## config.mk

```make
export PLATFORM = sky130hd
export DESIGN_NAME = ddr_app_ctrl
export DESIGN_NICKNAME = d
export VERILOG_FILES = /design/src/rtl/ddr_app_ctrl_pkg.sv /design/src/rtl/ddr_app_pack.sv /design/src/rtl/ddr_app_ctrl.sv
export SDC_FILE = /design/constraint.sdc
export NUM_CORES = 1
export LEC_CHECK = 0
export CAP_MARGIN = 0
export CORE_AREA = 2 2 213 215
export DETAILED_ROUTE_END_ITERATION = 8
export DIE_AREA = 0 0 215 217
export PLACE_DENSITY = 0.5
export SYNTH_ARGS = -nofsm -noshare
export SYNTH_HDL_FRONTEND = slang
export SYNTH_SLANG_ARGS = --single-unit
```

## constraint.sdc

```tcl
create_clock -name clk -period 4.06 [get_ports clk]
set_input_delay 0.812 -clock clk [delete_from_list [all_inputs] [get_ports clk]]
set_output_delay 0.812 -clock clk [all_outputs]
set_load 0.005 [all_outputs]
```

## src/rtl/ddr_app_ctrl_pkg.sv

```systemverilog
// Shared types and constants for the MIG app-interface bridge (ddr_app_ctrl).
package DDRCtrlPkg;

  localparam int unsigned REQ_ADDR_W = 64;
  localparam int unsigned MEM_DATA_W = 64;
  localparam int unsigned MEM_MASK_W = 8;
  localparam int unsigned APP_CMD_W  = 3;

  typedef enum logic [2:0] {
    ST_IDLE  = 3'd0,
    ST_WRITE = 3'd1,
    ST_RCMD  = 3'd2,
    ST_RWAIT = 3'd3,
    ST_DONE  = 3'd4
  } ctrl_state_e;

  localparam logic [APP_CMD_W-1:0] APP_CMD_WRITE = 3'b000;
  localparam logic [APP_CMD_W-1:0] APP_CMD_READ  = 3'b001;

  typedef enum logic {
    OP_WRITE = 1'b0,
    OP_READ  = 1'b1
  } mem_op_e;

  typedef struct packed {
    mem_op_e                 op;
    logic [REQ_ADDR_W-1:0]   addr;
    logic [MEM_DATA_W-1:0]   wdata;
    logic [MEM_MASK_W-1:0]   wmask;
  } mem_req_t;

endpackage

```

## src/rtl/ddr_app_pack.sv

```systemverilog
// 64->128 write data/mask replication and 128->64 read half-select for one 8:1 burst.
module ddr_app_pack
  import DDRCtrlPkg::*;
(
  input  logic [MEM_DATA_W-1:0]   wdata,
  input  logic [MEM_MASK_W-1:0]   wmask,
  input  logic                    hi_half,
  input  logic [2*MEM_DATA_W-1:0] rd_data,
  output logic [2*MEM_DATA_W-1:0] wdf_data_c,
  output logic [2*MEM_MASK_W-1:0] wdf_mask_c,
  output logic [MEM_DATA_W-1:0]   rd_word_c
);

  assign wdf_data_c = {wdata, wdata};

  // MIG mask is inverted (1 = keep); the unselected half is fully protected
  assign wdf_mask_c = hi_half ? {~wmask, {MEM_MASK_W{1'b1}}}
                              : {{MEM_MASK_W{1'b1}}, ~wmask};

  assign rd_word_c = hi_half ? rd_data[2*MEM_DATA_W-1:MEM_DATA_W]
                             : rd_data[MEM_DATA_W-1:0];

endmodule

```

## src/rtl/ddr_app_ctrl.sv

```systemverilog
// Single-outstanding bridge from the 64-bit memory request port to the MIG native app interface.
// Optional debug observability is built when DDR_CTRL_DEBUG_EN is defined.
module ddr_app_ctrl
  import DDRCtrlPkg::*;
#(
  parameter int unsigned ADDR_W     = 32,
  parameter int unsigned APP_ADDR_W = 28,
  parameter int unsigned APP_DATA_W = 128
) (
  input  logic                  clk,
  input  logic                  rstn,
  input  logic                  init_calib_complete,
  input  logic                  ren_mem,
  input  logic                  wen_mem,
  input  logic [ADDR_W-1:0]     addr_mem,
  input  logic [63:0]           wdata_mem,
  input  logic [7:0]            wmask_mem,
  output logic [63:0]           rdata_mem,
  output logic                  rvalid_mem,
  output logic                  wvalid_mem,
  output logic [APP_ADDR_W-1:0] app_addr,
  output logic [2:0]            app_cmd,
  output logic                  app_en,
  input  logic                  app_rdy,
  output logic [APP_DATA_W-1:0] app_wdf_data,
  output logic [15:0]           app_wdf_mask,
  output logic                  app_wdf_wren,
  output logic                  app_wdf_end,
  input  logic                  app_wdf_rdy,
  input  logic [APP_DATA_W-1:0] app_rd_data,
  input  logic                  app_rd_data_valid,
  output logic [2:0]            debug_ddrctrl_state,
  output logic [63:0]           debug_visit_times
);

  ctrl_state_e            state_q, state_d;
  mem_req_t               req_q, req_d;
  logic                   cmd_done_q, cmd_done_d;
  logic                   data_done_q, data_done_d;
  logic                   app_en_d, app_wdf_wren_d;
  logic                   rvalid_d, wvalid_d;
  logic [MEM_DATA_W-1:0]  rdata_d;
  logic [MEM_DATA_W-1:0]  rd_word_c;
  logic                   accept_c;
  logic                   cmd_hs_c, data_hs_c;

  assign cmd_hs_c  = app_en && app_rdy;
  assign data_hs_c = app_wdf_wren && app_wdf_rdy;

  // MIG addresses 16-bit columns; align to the 8-column burst holding the request
  assign app_addr    = {req_q.addr[APP_ADDR_W:4], 3'b000};
  assign app_cmd     = (req_q.op == OP_READ) ? APP_CMD_READ : APP_CMD_WRITE;
  assign app_wdf_end = app_wdf_wren;

  ddr_app_pack u_pack (
    .wdata      (req_q.wdata),
    .wmask      (req_q.wmask),
    .hi_half    (req_q.addr[3]),
    .rd_data    (app_rd_data),
    .wdf_data_c (app_wdf_data),
    .wdf_mask_c (app_wdf_mask),
    .rd_word_c  (rd_word_c)
  );

  // Next-state and next-output logic
  always_comb begin
    state_d        = state_q;
    req_d          = req_q;
    cmd_done_d     = cmd_done_q;
    data_done_d    = data_done_q;
    app_en_d       = app_en;
    app_wdf_wren_d = app_wdf_wren;
    rvalid_d       = 1'b0;
    wvalid_d       = 1'b0;
    rdata_d        = rdata_mem;
    accept_c       = 1'b0;

    unique case (state_q)
      ST_IDLE: begin
        if (init_calib_complete && (wen_mem || ren_mem)) begin
          accept_c    = 1'b1;
          req_d.op    = wen_mem ? OP_WRITE : OP_READ;
          req_d.addr  = REQ_ADDR_W'(addr_mem);
          req_d.wdata = wdata_mem;
          req_d.wmask = wmask_mem;
          cmd_done_d  = 1'b0;
          data_done_d = 1'b0;
          app_en_d    = 1'b1;
          if (wen_mem) begin
            app_wdf_wren_d = 1'b1;
            state_d        = ST_WRITE;
          end else begin
            state_d = ST_RCMD;
          end
        end
      end
      ST_WRITE: begin
        // Command and data channels complete independently, in any order
        if (cmd_hs_c) begin
          app_en_d   = 1'b0;
          cmd_done_d = 1'b1;
        end
        if (data_hs_c) begin
          app_wdf_wren_d = 1'b0;
          data_done_d    = 1'b1;
        end
        if ((cmd_done_q || cmd_hs_c) && (data_done_q || data_hs_c)) begin
          wvalid_d = 1'b1;
          state_d  = ST_DONE;
        end
      end
      ST_RCMD: begin
        if (cmd_hs_c) begin
          app_en_d = 1'b0;
          state_d  = ST_RWAIT;
        end
      end
      ST_RWAIT: begin
        if (app_rd_data_valid) begin
          rdata_d  = rd_word_c;
          rvalid_d = 1'b1;
          state_d  = ST_DONE;
        end
      end
      ST_DONE: begin
        state_d = ST_IDLE;
      end
      default: begin
        state_d = ST_IDLE;
      end
    endcase
  end

  always_ff @(posedge clk or negedge rstn) begin
    if (!rstn) begin
      state_q      <= ST_IDLE;
      req_q        <= '0;
      cmd_done_q   <= 1'b0;
      data_done_q  <= 1'b0;
      app_en       <= 1'b0;
      app_wdf_wren <= 1'b0;
      rvalid_mem   <= 1'b0;
      wvalid_mem   <= 1'b0;
      rdata_mem    <= '0;
    end else begin
      state_q      <= state_d;
      req_q        <= req_d;
      cmd_done_q   <= cmd_done_d;
      data_done_q  <= data_done_d;
      app_en       <= app_en_d;
      app_wdf_wren <= app_wdf_wren_d;
      rvalid_mem   <= rvalid_d;
      wvalid_mem   <= wvalid_d;
      rdata_mem    <= rdata_d;
    end
  end

  logic unused_addr_bits;
  assign unused_addr_bits = ^{req_q.addr[REQ_ADDR_W-1:APP_ADDR_W+1], req_q.addr[2:0]};

`ifdef DDR_CTRL_DEBUG_EN
  logic [63:0] visit_q;

  // Accepted-request counter, wraps naturally
  always_ff @(posedge clk or negedge rstn) begin
    if (!rstn) begin
      visit_q <= '0;
    end else if (accept_c) begin
      visit_q <= visit_q + 64'd1;
    end
  end

  assign debug_ddrctrl_state = state_q;
  assign debug_visit_times   = visit_q;
`else
  logic unused_accept;
  assign unused_accept       = accept_c;
  assign debug_ddrctrl_state = 3'd0;
  assign debug_visit_times   = 64'd0;
`endif

endmodule

```

==> results of run 1 <==
stage by stage:
stage / setup WS [ns] / instance area (um2) / hold WS [ns]
floorplan: 2.20 / 9500 / 0.463
global placement: 1.32 / 13100 / 0.461
detailed placement: 1.31 / 13100 / 0.470
CTS: 1.00 / 13700 / 0.323
global route: 0.963 / 13700 / 0.384
finish: 1.12 / 13700 / 0.353
power by group:
part / total (mW) / internal (mW) / leakage, nW / switching, mW
clock: 1.73 / 1.01 / 0.303 / 0.718
sequential: 3.37 / 2.59 / 2.09 / 0.779
combinational: 4.77 / 3.31 / 3.52 / 1.46
total: 9.87 / 6.92 / 5.91 / 2.95
layout by cell type (no fill, tap or decap), drive strengths merged:
cell type	synthesis	routed
nor3b	1	1
a21o	1	1
a31oi	5	5
clkinv	0	6
conb	1	72
a311o	1	1
o21ai	66	66
clkbuf	8	21
bufinv	0	3
a211oi	1	1
clkinvlp	0	1
o2bb2ai	1	1
nand3b	2	2
nand2	74	74
dfrtp	172	172
nand2b	9	9
xor2	1	1
nand4b	1	1
mux2i	64	64
mux2	99	99
a21oi	2	2
diode	0	1
o211a	1	1
buf	255	11
nor2b	1	1
inv	3	4
nor2	3	3
o31ai	1	1
clkdlybuf4s50	0	471
nor3	2	2
flip-flops by register name, summed over array words and instances, names as in the netlist:
name	count
wvalid_mem	1
state_q	3
cmd_done_q	1
data_done_q	1
app_en	1
app_addr	25
req_q	74
rvalid_mem	1
app_wdf_end	1
rdata_mem	64
metal layers:
metal  share of wire, %  vias up
li1                   -     2907
met1                 39     2867
met2                 49      307
met3                 10       29
met4                2.6        0
met5                  0        -
final timing paths:
check | start | to | depth (start not counted) | slack (ns)
setup reg to reg | req_q[75] | rdata_mem[21] | 3 | 1.82
hold / removal | rstn | req_q[46] | 1 | 0.35
hold reg to reg | rdata_mem[43] | rdata_mem[43] | 2 | 0.48
min in group clk | rdata_mem[43] | rdata_mem[43] | 2 | 0.48
setup / recovery | req_q[75] | app_wdf_mask[6] | 2 | 1.12
max in group asynchronous | rstn | rdata_mem[52] | 2 | 2.98
cell families after synthesis:
| family | count (synthesis) |
|---|---|
| compound gates | 79 |
| xor+xnor | 1 |
| buf+inv | 266 |
| flops | 172 |
| mux | 163 |
| other cells | 1 |
| simple gates | 93 |
cell type report:
cell class,instances,area [um2]
multi-input cells,408,3160
diodes,1,2.50
fillers,4681,31000
well taps,600,751
clock inverters,11,140
flip-flops and latches,172,4310
repair buffers,482,4850
clock buffers,21,470
inverters,3,11.3
==> flow_summary.yaml, run 1 <==
sta:
  drv_slew: 0
  tightest_slew_ns: 0.788
  rsz0062_at_grt: "no"
  setup_viol: 0
  period_share_pct: 72.4
  fin_worst_skew_ns: 0.00952
  min_period_ns: 2.94
  max_freq_ghz: 0.340
  timing_hold_violations_final: 0
  fin_tns_setup_ns: 0
  max_slew_margin_pct: 47.5
clock_tree:
  post_cts.repair.setup_buffers: 0
  cts_made_buffers: 17
  clockRootBuffer: "clkbuf_16"
  cts.sinks: 172
  path_clk_slew_ns: 0.07
  h-tree-depth: 4
  holdBufCountCts: 0
  cts-resized-gates: 0
  clock_latency_ns: 0.47
  cts_max_path_buffers: 2
  cts_tree: "yes"
cells_and_area:
  utilization_pct: 30.6
  layout-drive-gt1-share_pct: 13.2
  finalNonFillerCells: 1698
  area_delta_synth_final_pct: 48.3
  final_nets: 1324
global_routing:
  antenna_found_initial: 1
  grt.met1_usage_pct: 12.2
  grt_pass1_wl_um: 37900
  grtUsageMet3_pct: 4.85
  top_usage_layer: "met2"
  grt_pass1_vias: 6101
  met2_usage_pct: 17.6
  track_usage_pct: 10.9
  grt.overflow.total: 0
  grt_start_max_net_pins: 129
synth:
  synthMuxAreaShare_pct: 22.1
  synth_xor_area_share_pct: 0.0949
  synth_cell_type_count: 31
  ys_seq_area_share_pct: 46.6
  netlist_instances: 775
  synth_compound_area_share_pct: 4.66
  ys_ff_latch: 172
  synth_top_family_by_area: "multiplexers"
  yosysWarnings: 0
  synth_fa_ha_area_share_pct: 0
  synth_common_cells: "230 x buf_4, 172 x dfrtp_1, 77 x mux2_4"
  synth_most_common_cell: "buf_4"
  ys.flop_type: "dfrtp_1"
  yosys.area_share.simple_pct: 4.36
  yosysTopAreaCellShare_pct: 46.6
  synthArstFlopShare_pct: 100
  synth_area_um2: 9230
  synth_area_leaders: "dfrtp_1 47%, buf_4 19%, mux2_4 13%, mux2i_1 6.9%, o21ai_0 3.6%"
  yosysTopAreaCell: "dfrtp_1"
  avgSynthCellArea_um2: 11.9
  synth_edf_count: 0
placed_design:
  dpl.hpwl_um: 19700
  place.gp.congestion: 0.796
  dp.cells: 1665
  port-buffer-count: 472
critical_path:
  path_delay_family: "flip-flops"
  arrival_ns: 2.13
  slowest_delay_ns: 0.94
  cp_max_fo: 47
  crit_required_ns: 3.25
  slowest_stage: "dfrtp_4"
  critical_path.cell_chain: "nand2b_1 > clkdlybuf4s50_1"
  start_kind: "register"
  end_kind: "primary output"
  worst-path-buf-inv: 1
  crit_type: "register to primary output"
die:
  initial_utilization_pct: 20.7
  die_h_um: 217
  die_area_um2: 46700
  die_width_um: 215
  core_area_um2: 44700
  rows: 78
  ios: 551
flow_run:
  maxCapViolations: 0
pwr:
  p_total_mw: 9.87
  leakage_nw: 5.91
  max-vdd-ir-drop_uv: 322
  p_per_area_nw_per_um2: 721
run_status:
  status: "finished, final reports clean"
drt:
  drc: 0
  vias: 6110
  via_per_inst: 3.60
  finalWirelength_um: 25700
  drt_pre_antenna_iters: 4
  final_antenna_net_count: 0
  wl_per_cell_um: 15.1
  drt-initial-drc-count: 310
worst_hold_path:
  hp-class: "input pin to async pin"
(Power assumes the default switching activity.)
==> run 2, diff against run 1 <==
--- a/config.mk
+++ b/config.mk
@@ -9,7 +9,7 @@
 export CORE_AREA = 2 2 213 215
 export DETAILED_ROUTE_END_ITERATION = 8
 export DIE_AREA = 0 0 215 217
-export PLACE_DENSITY = 0.5
+export PLACE_DENSITY = 0.52
 export SYNTH_ARGS = -nofsm -noshare
 export SYNTH_HDL_FRONTEND = slang
 export SYNTH_SLANG_ARGS = --single-unit
==> constraint.sdc (replaced) <==
create_clock -name clk -period 2.4 [get_ports clk]
set_input_delay 0.48 -clock clk [delete_from_list [all_inputs] [get_ports clk]]
set_output_delay 0.48 -clock clk [all_outputs]
set_load 0.005 [all_outputs]
==> flow_summary.yaml, run 2 (synthesis gave the netlist of run 1 again) <==
pwr:
  p_per_area_nw_per_um2: 1190
  leakage_nw: 5.98
  max-vdd-ir-drop_uv: 466
  p_total_mw: 16.5
sta:
  timing_hold_violations_final: 0
  min_period_ns: 2.23
  rsz0062_at_grt: "no"
  max_freq_ghz: 0.448
  setup_viol: 0
  fin_worst_skew_ns: 0.00922
  drv_slew: 0
  period_share_pct: 93.1
  fin_tns_setup_ns: 0
  fin_ws_ns: 0.166
  tightest_slew_ns: 0.581
  max_slew_margin_pct: 61.3
drt:
  drc: 0
  via_per_inst: 3.63
  final_antenna_net_count: 0
  finalWirelength_um: 25300
  drt-initial-drc-count: 248
  wl_per_cell_um: 14.8
  drt_pre_antenna_iters: 4
  vias: 6213
worst_hold_path:
  hp-class: "register to register"
cells_and_area:
  mostFrequentLayoutCells: "471 x clkdlybuf4s50_1, 171 x dfrtp_1, 77 x mux2_4"
  final_nets: 1343
  layout-drive-gt1-share_pct: 14.2
  utilization_pct: 30.9
  area_delta_synth_final_pct: 49.7
  diodes: 0
  regMostFlops: "req_q"
  final_common_cell: "clkdlybuf4s50_1"
  largest_reg_flops: 74
  finalNonFillerCells: 1713
  n_fill_cell: 4669
die:
  rows: 78
  die_width_um: 215
  initial_utilization_pct: 20.7
  ios: 551
  core_area_um2: 44700
  die_area_um2: 46700
  die_h_um: 217
clock_tree:
  cts.sinks: 172
  clock_latency_ns: 0.47
  cts_tree: "yes"
  cts_made_buffers: 17
  h-tree-depth: 4
  path_clk_slew_ns: 0.07
  cts_max_path_buffers: 2
  cts-resized-gates: 0
  clockRootBuffer: "clkbuf_16"
global_routing:
  grt_start_max_net_pins: 66
  grt.overflow.total: 0
  grt_pass1_vias: 6225
  track_usage_pct: 10.8
  grt_pass1_wl_um: 37400
  antenna_found_initial: 0
critical_path:
  arrival_ns: 1.75
  end_kind: "primary output"
  start_kind: "register"
  cp_max_fo: 17
  crit_required_ns: 1.92
  crit_type: "register to primary output"
flow_run:
  maxCapViolations: 0
placed_design:
  dpl.hpwl_um: 19800
  dp.cells: 1683
  port-buffer-count: 472
  place.gp.congestion: 0.761
  dp_slack_ns: 0.146
run_status:
  status: "finished, final reports clean"
[run 2: what timing repair did]
action,in CTS,in global routing
buffers inserted,0,0
hold endpoints to repair,42,0
hold buffers,1,0
[run 2: worst paths after layout]
check	endpoint	slack (ns)	depth (start not counted)	startpoint
setup / recovery	app_wdf_mask[6]	0.17	2	req_q[75]
hold / removal	rdata_mem[43]	0.48	2	rdata_mem[43]
setup reg to reg	req_q[7]	0.61	4	state_q[0]
hold reg to reg	rdata_mem[43]	0.48	2	rdata_mem[43]
max in group asynchronous	req_q[75]	1.19	3	rstn
min in group asynchronous	req_q[5]	0.58	2	rstn
[run 2: metal layers]
metal  wire [um]  track usage, %
met5           0               0
met4         630            4.64
met3        2500            5.24
met2       12200            17.5
met1       10000            12.0
[run 2: area by class of cell]
cell class / instances / area, um2 / share of cell area [%]
Timing Repair Buffer: 501 / 5070 / 36.7
Multi-Input combinational cell: 408 / 3160 / 22.8
Sequential cell: 172 / 4310 / 31.2
Inverter: 3 / 11.3 / 0.0815
Clock buffer: 21 / 450 / 3.26
Clock inverter: 8 / 73.8 / 0.534
Tap cell: 600 / 751 / 5.43
[run 2: per-stage QoR]
| stage | cell area (um2) | hold WS (ns) |
|---|---|---|
| finish | 13800 | 0.477 |
| CTS | 13800 | 0.485 |
| global route | 13800 | 0.504 |
| detailed placement | 13300 | 0.469 |
| global placement | 13300 | 0.461 |
| floorplan | 9500 | 0.184 |
[run 2: where the power goes]
part	total [mW]	internal, mW	switching, mW
Clock	2.59	1.43	1.17
Sequential	5.54	4.38	1.15
Combinational	8.36	5.72	2.63
[run 2: critical path, cell delays in order, from the launching register on]
cell	delay, ns
dfrtp_4	0.58
nand2b_1	0.18
clkdlybuf4s50_1	0.51
==> patch (flow settings as in run 2) <==
Take the reset off `rdata_mem` and load it in a clocked block of its own.
--- a/src/rtl/ddr_app_ctrl.sv
+++ b/src/rtl/ddr_app_ctrl.sv
@@ -141,7 +141,6 @@
       app_wdf_wren <= 1'b0;
       rvalid_mem   <= 1'b0;
       wvalid_mem   <= 1'b0;
-      rdata_mem    <= '0;
     end else begin
       state_q      <= state_d;
       req_q        <= req_d;
@@ -151,8 +150,11 @@
       app_wdf_wren <= app_wdf_wren_d;
       rvalid_mem   <= rvalid_d;
       wvalid_mem   <= wvalid_d;
-      rdata_mem    <= rdata_d;
     end
+  end
+
+  always_ff @(posedge clk) begin
+    rdata_mem <= rdata_d;
   end
 
   logic unused_addr_bits;
Check against the original RTL: differs if rstn is asserted again (counterexample within 4 cycles, from zero or initial values and one cycle with rstn low); with rstn held inactive, the same outputs for 4 cycles.
==> patch against run 2 <==
- power fell by 9.0%
- final area fell by 0.27%
- global-route usage rose by 0.76 points
- register-to-register slack got worse by 0.08 ns
- via count fell by 9.0%
- combinational power fell by 14%
- area after synthesis fell by 1.7%
- hold slack got worse by 0.0039 ns
- routed wire length rose by 7.4%
- first-iteration DRC count fell by 20%
- setup slack got worse by 0.056 ns
- count of clock-buffer cells in the layout fell by 3
- sequential cell count did not move
- maximum frequency fell by 2.5%
==> patch: results (changes against run 2) <==
- Worst-Skew Late Latency: 0.45 ns (was 0.47 ns)
- Post-synth top cells: 228 x buf_4, 108 x dfrtp_1, 87 x mux2_4, 75 x mux2_2, 64 x edfxtp_1 (was 230 x buf_4, 172 x dfrtp_1, 77 x mux2_4, 74 x nand2_1, 66 x o21ai_0)
- Highest Signal Layer: met5 (was met4)
- Met1 Use GR: 0.1325 (was 0.1204)
- Wirelength per Cell: 17.10 um (was 14.79 um)
- Met2 Use GR: 0.1904 (was 0.1746)
- Hold_ws: 0.4730 ns (was 0.4769 ns)
- CP Max Fanout: 11 (was 17)
- Reg2reg path depth: 5 (was 4)
- RD Place Congestion: 0.7739 (was 0.7614)
- HP Class: in -> async (was reg -> reg)
- Share of layout cells above drive strength 1: 0.2263 (was 0.1420)
- Vias in the first global route: 5911 (was 6225)
- Largest net degree at the start of global routing: 53 (was 66)
- GRT Overall Usage: 0.1153 (was 0.1077)
- Final nets: 1217 (was 1343)
- Synth top area cells: dfrtp_1 30%, edfxtp_1 21%, buf_4 19% (was dfrtp_1 47%, buf_4 19%, mux2_4 13%)
- Post-synth cell types: 34 (was 31)
- Initial antenna violation count: 2 (was 0)
- Wire length on met1: 11030 um (was 10040 um)
- Leak Pwr: 5.404 nW (was 5.982 nW)
- Syn Inst Count: 638 (was 775)
- First-pass GRT wire length: 39430 um (was 37380 um)
- Post-DP HPWL: 20950 um (was 19780 um)
- Iteration-0 DRC Markers: 198 (was 248)
- CP top delay family: buffers and inverters (was flip-flops)
- Reg2reg end: req_q[25] (was req_q[7])
- Int Power: 10.66 mW (was 11.53 mW)
- Final clock skew: 0.009796 ns (was 0.009221 ns)
- Routing usage on met3: 0.05437 (was 0.05241)
- R2r startpoint: state_q[1] (was state_q[0])
- Crit path DAT: 1.81 ns (was 1.75 ns)
- DR WL met3: 2572 um (was 2495 um)
- Combinational Power Share: 0.477 (was 0.507)
- CP max stage delay: 0.55 ns (was 0.58 ns)
- Outcome: complete, no violations (unchanged)
- R2r setup slk: 0.53 ns (was 0.61 ns)
- Fillers: 4597 (was 4669)
- Seq group: 5.14 mW (was 5.54 mW)
-- patch: cell type report --
cell class / instances / area, um2 / area share
clock buffer: 18 / 429.2 / 0.03113
timing repair buffer: 499 / 5085 / 0.3689
antenna: 1 / 2.502 / 0.0001815
inverter: 3 / 11.26 / 0.0008169
sequential: 172 / 4629 / 0.3358
clock inverter: 14 / 122.6 / 0.008895
multi-input combinational: 284 / 2754 / 0.1998
tap: 600 / 750.7 / 0.05446
-- patch: what timing repair did --
item,4_1_cts,5_1_grt
hold buffers,1,0
buffers inserted,3,0
endpoints found under the setup margin,4,0
endpoints found under the hold margin,22,0
gates resized for setup,0,0
-- patch: kinds of logic (layout without fill, tap and decap cells) --
kind of cell,after synthesis,after routing,share of synthesized area
other,1,73,0.0004131
multiplexers,162,162,0.2369
AND/OR/NAND/NOR,30,30,0.01902
buffers and inverters,253,534,0.2179
flip-flops,172,172,0.5094
AO/OA/AOI/OAI,20,20,0.01640
-- patch: how the worst max path moves through the flow --
stage	start	to	slack (ns)	depth (start not counted)
finish	req_q[75]	app_wdf_mask[1]	0.11	3
floorplan	state_q[0]	rdata_mem[0]	-0.29	2
CTS	req_q[75]	app_wdf_mask[1]	0.02	3
detailed placement	init_calib_complete	req_q[25]	0.1	6
global placement	init_calib_complete	req_q[25]	0.10	6
global route	req_q[75]	app_wdf_mask[1]	0.003	3
-- patch: metrics by stage --
stage / instance area, um2 / power, mW / setup WS (ns)
5_1_grt: 13780 / 15.92 / 0.002540
6_report: 13780 / 14.99 / 0.1096
2_1_floorplan: 9368 / 9.853 / -0.2864
3_3_place_gp: 13190 / 12.34 / 0.1008
4_1_cts: 13780 / 15.31 / 0.02290
3_5_place_dp: 13190 / 12.36 / 0.09522
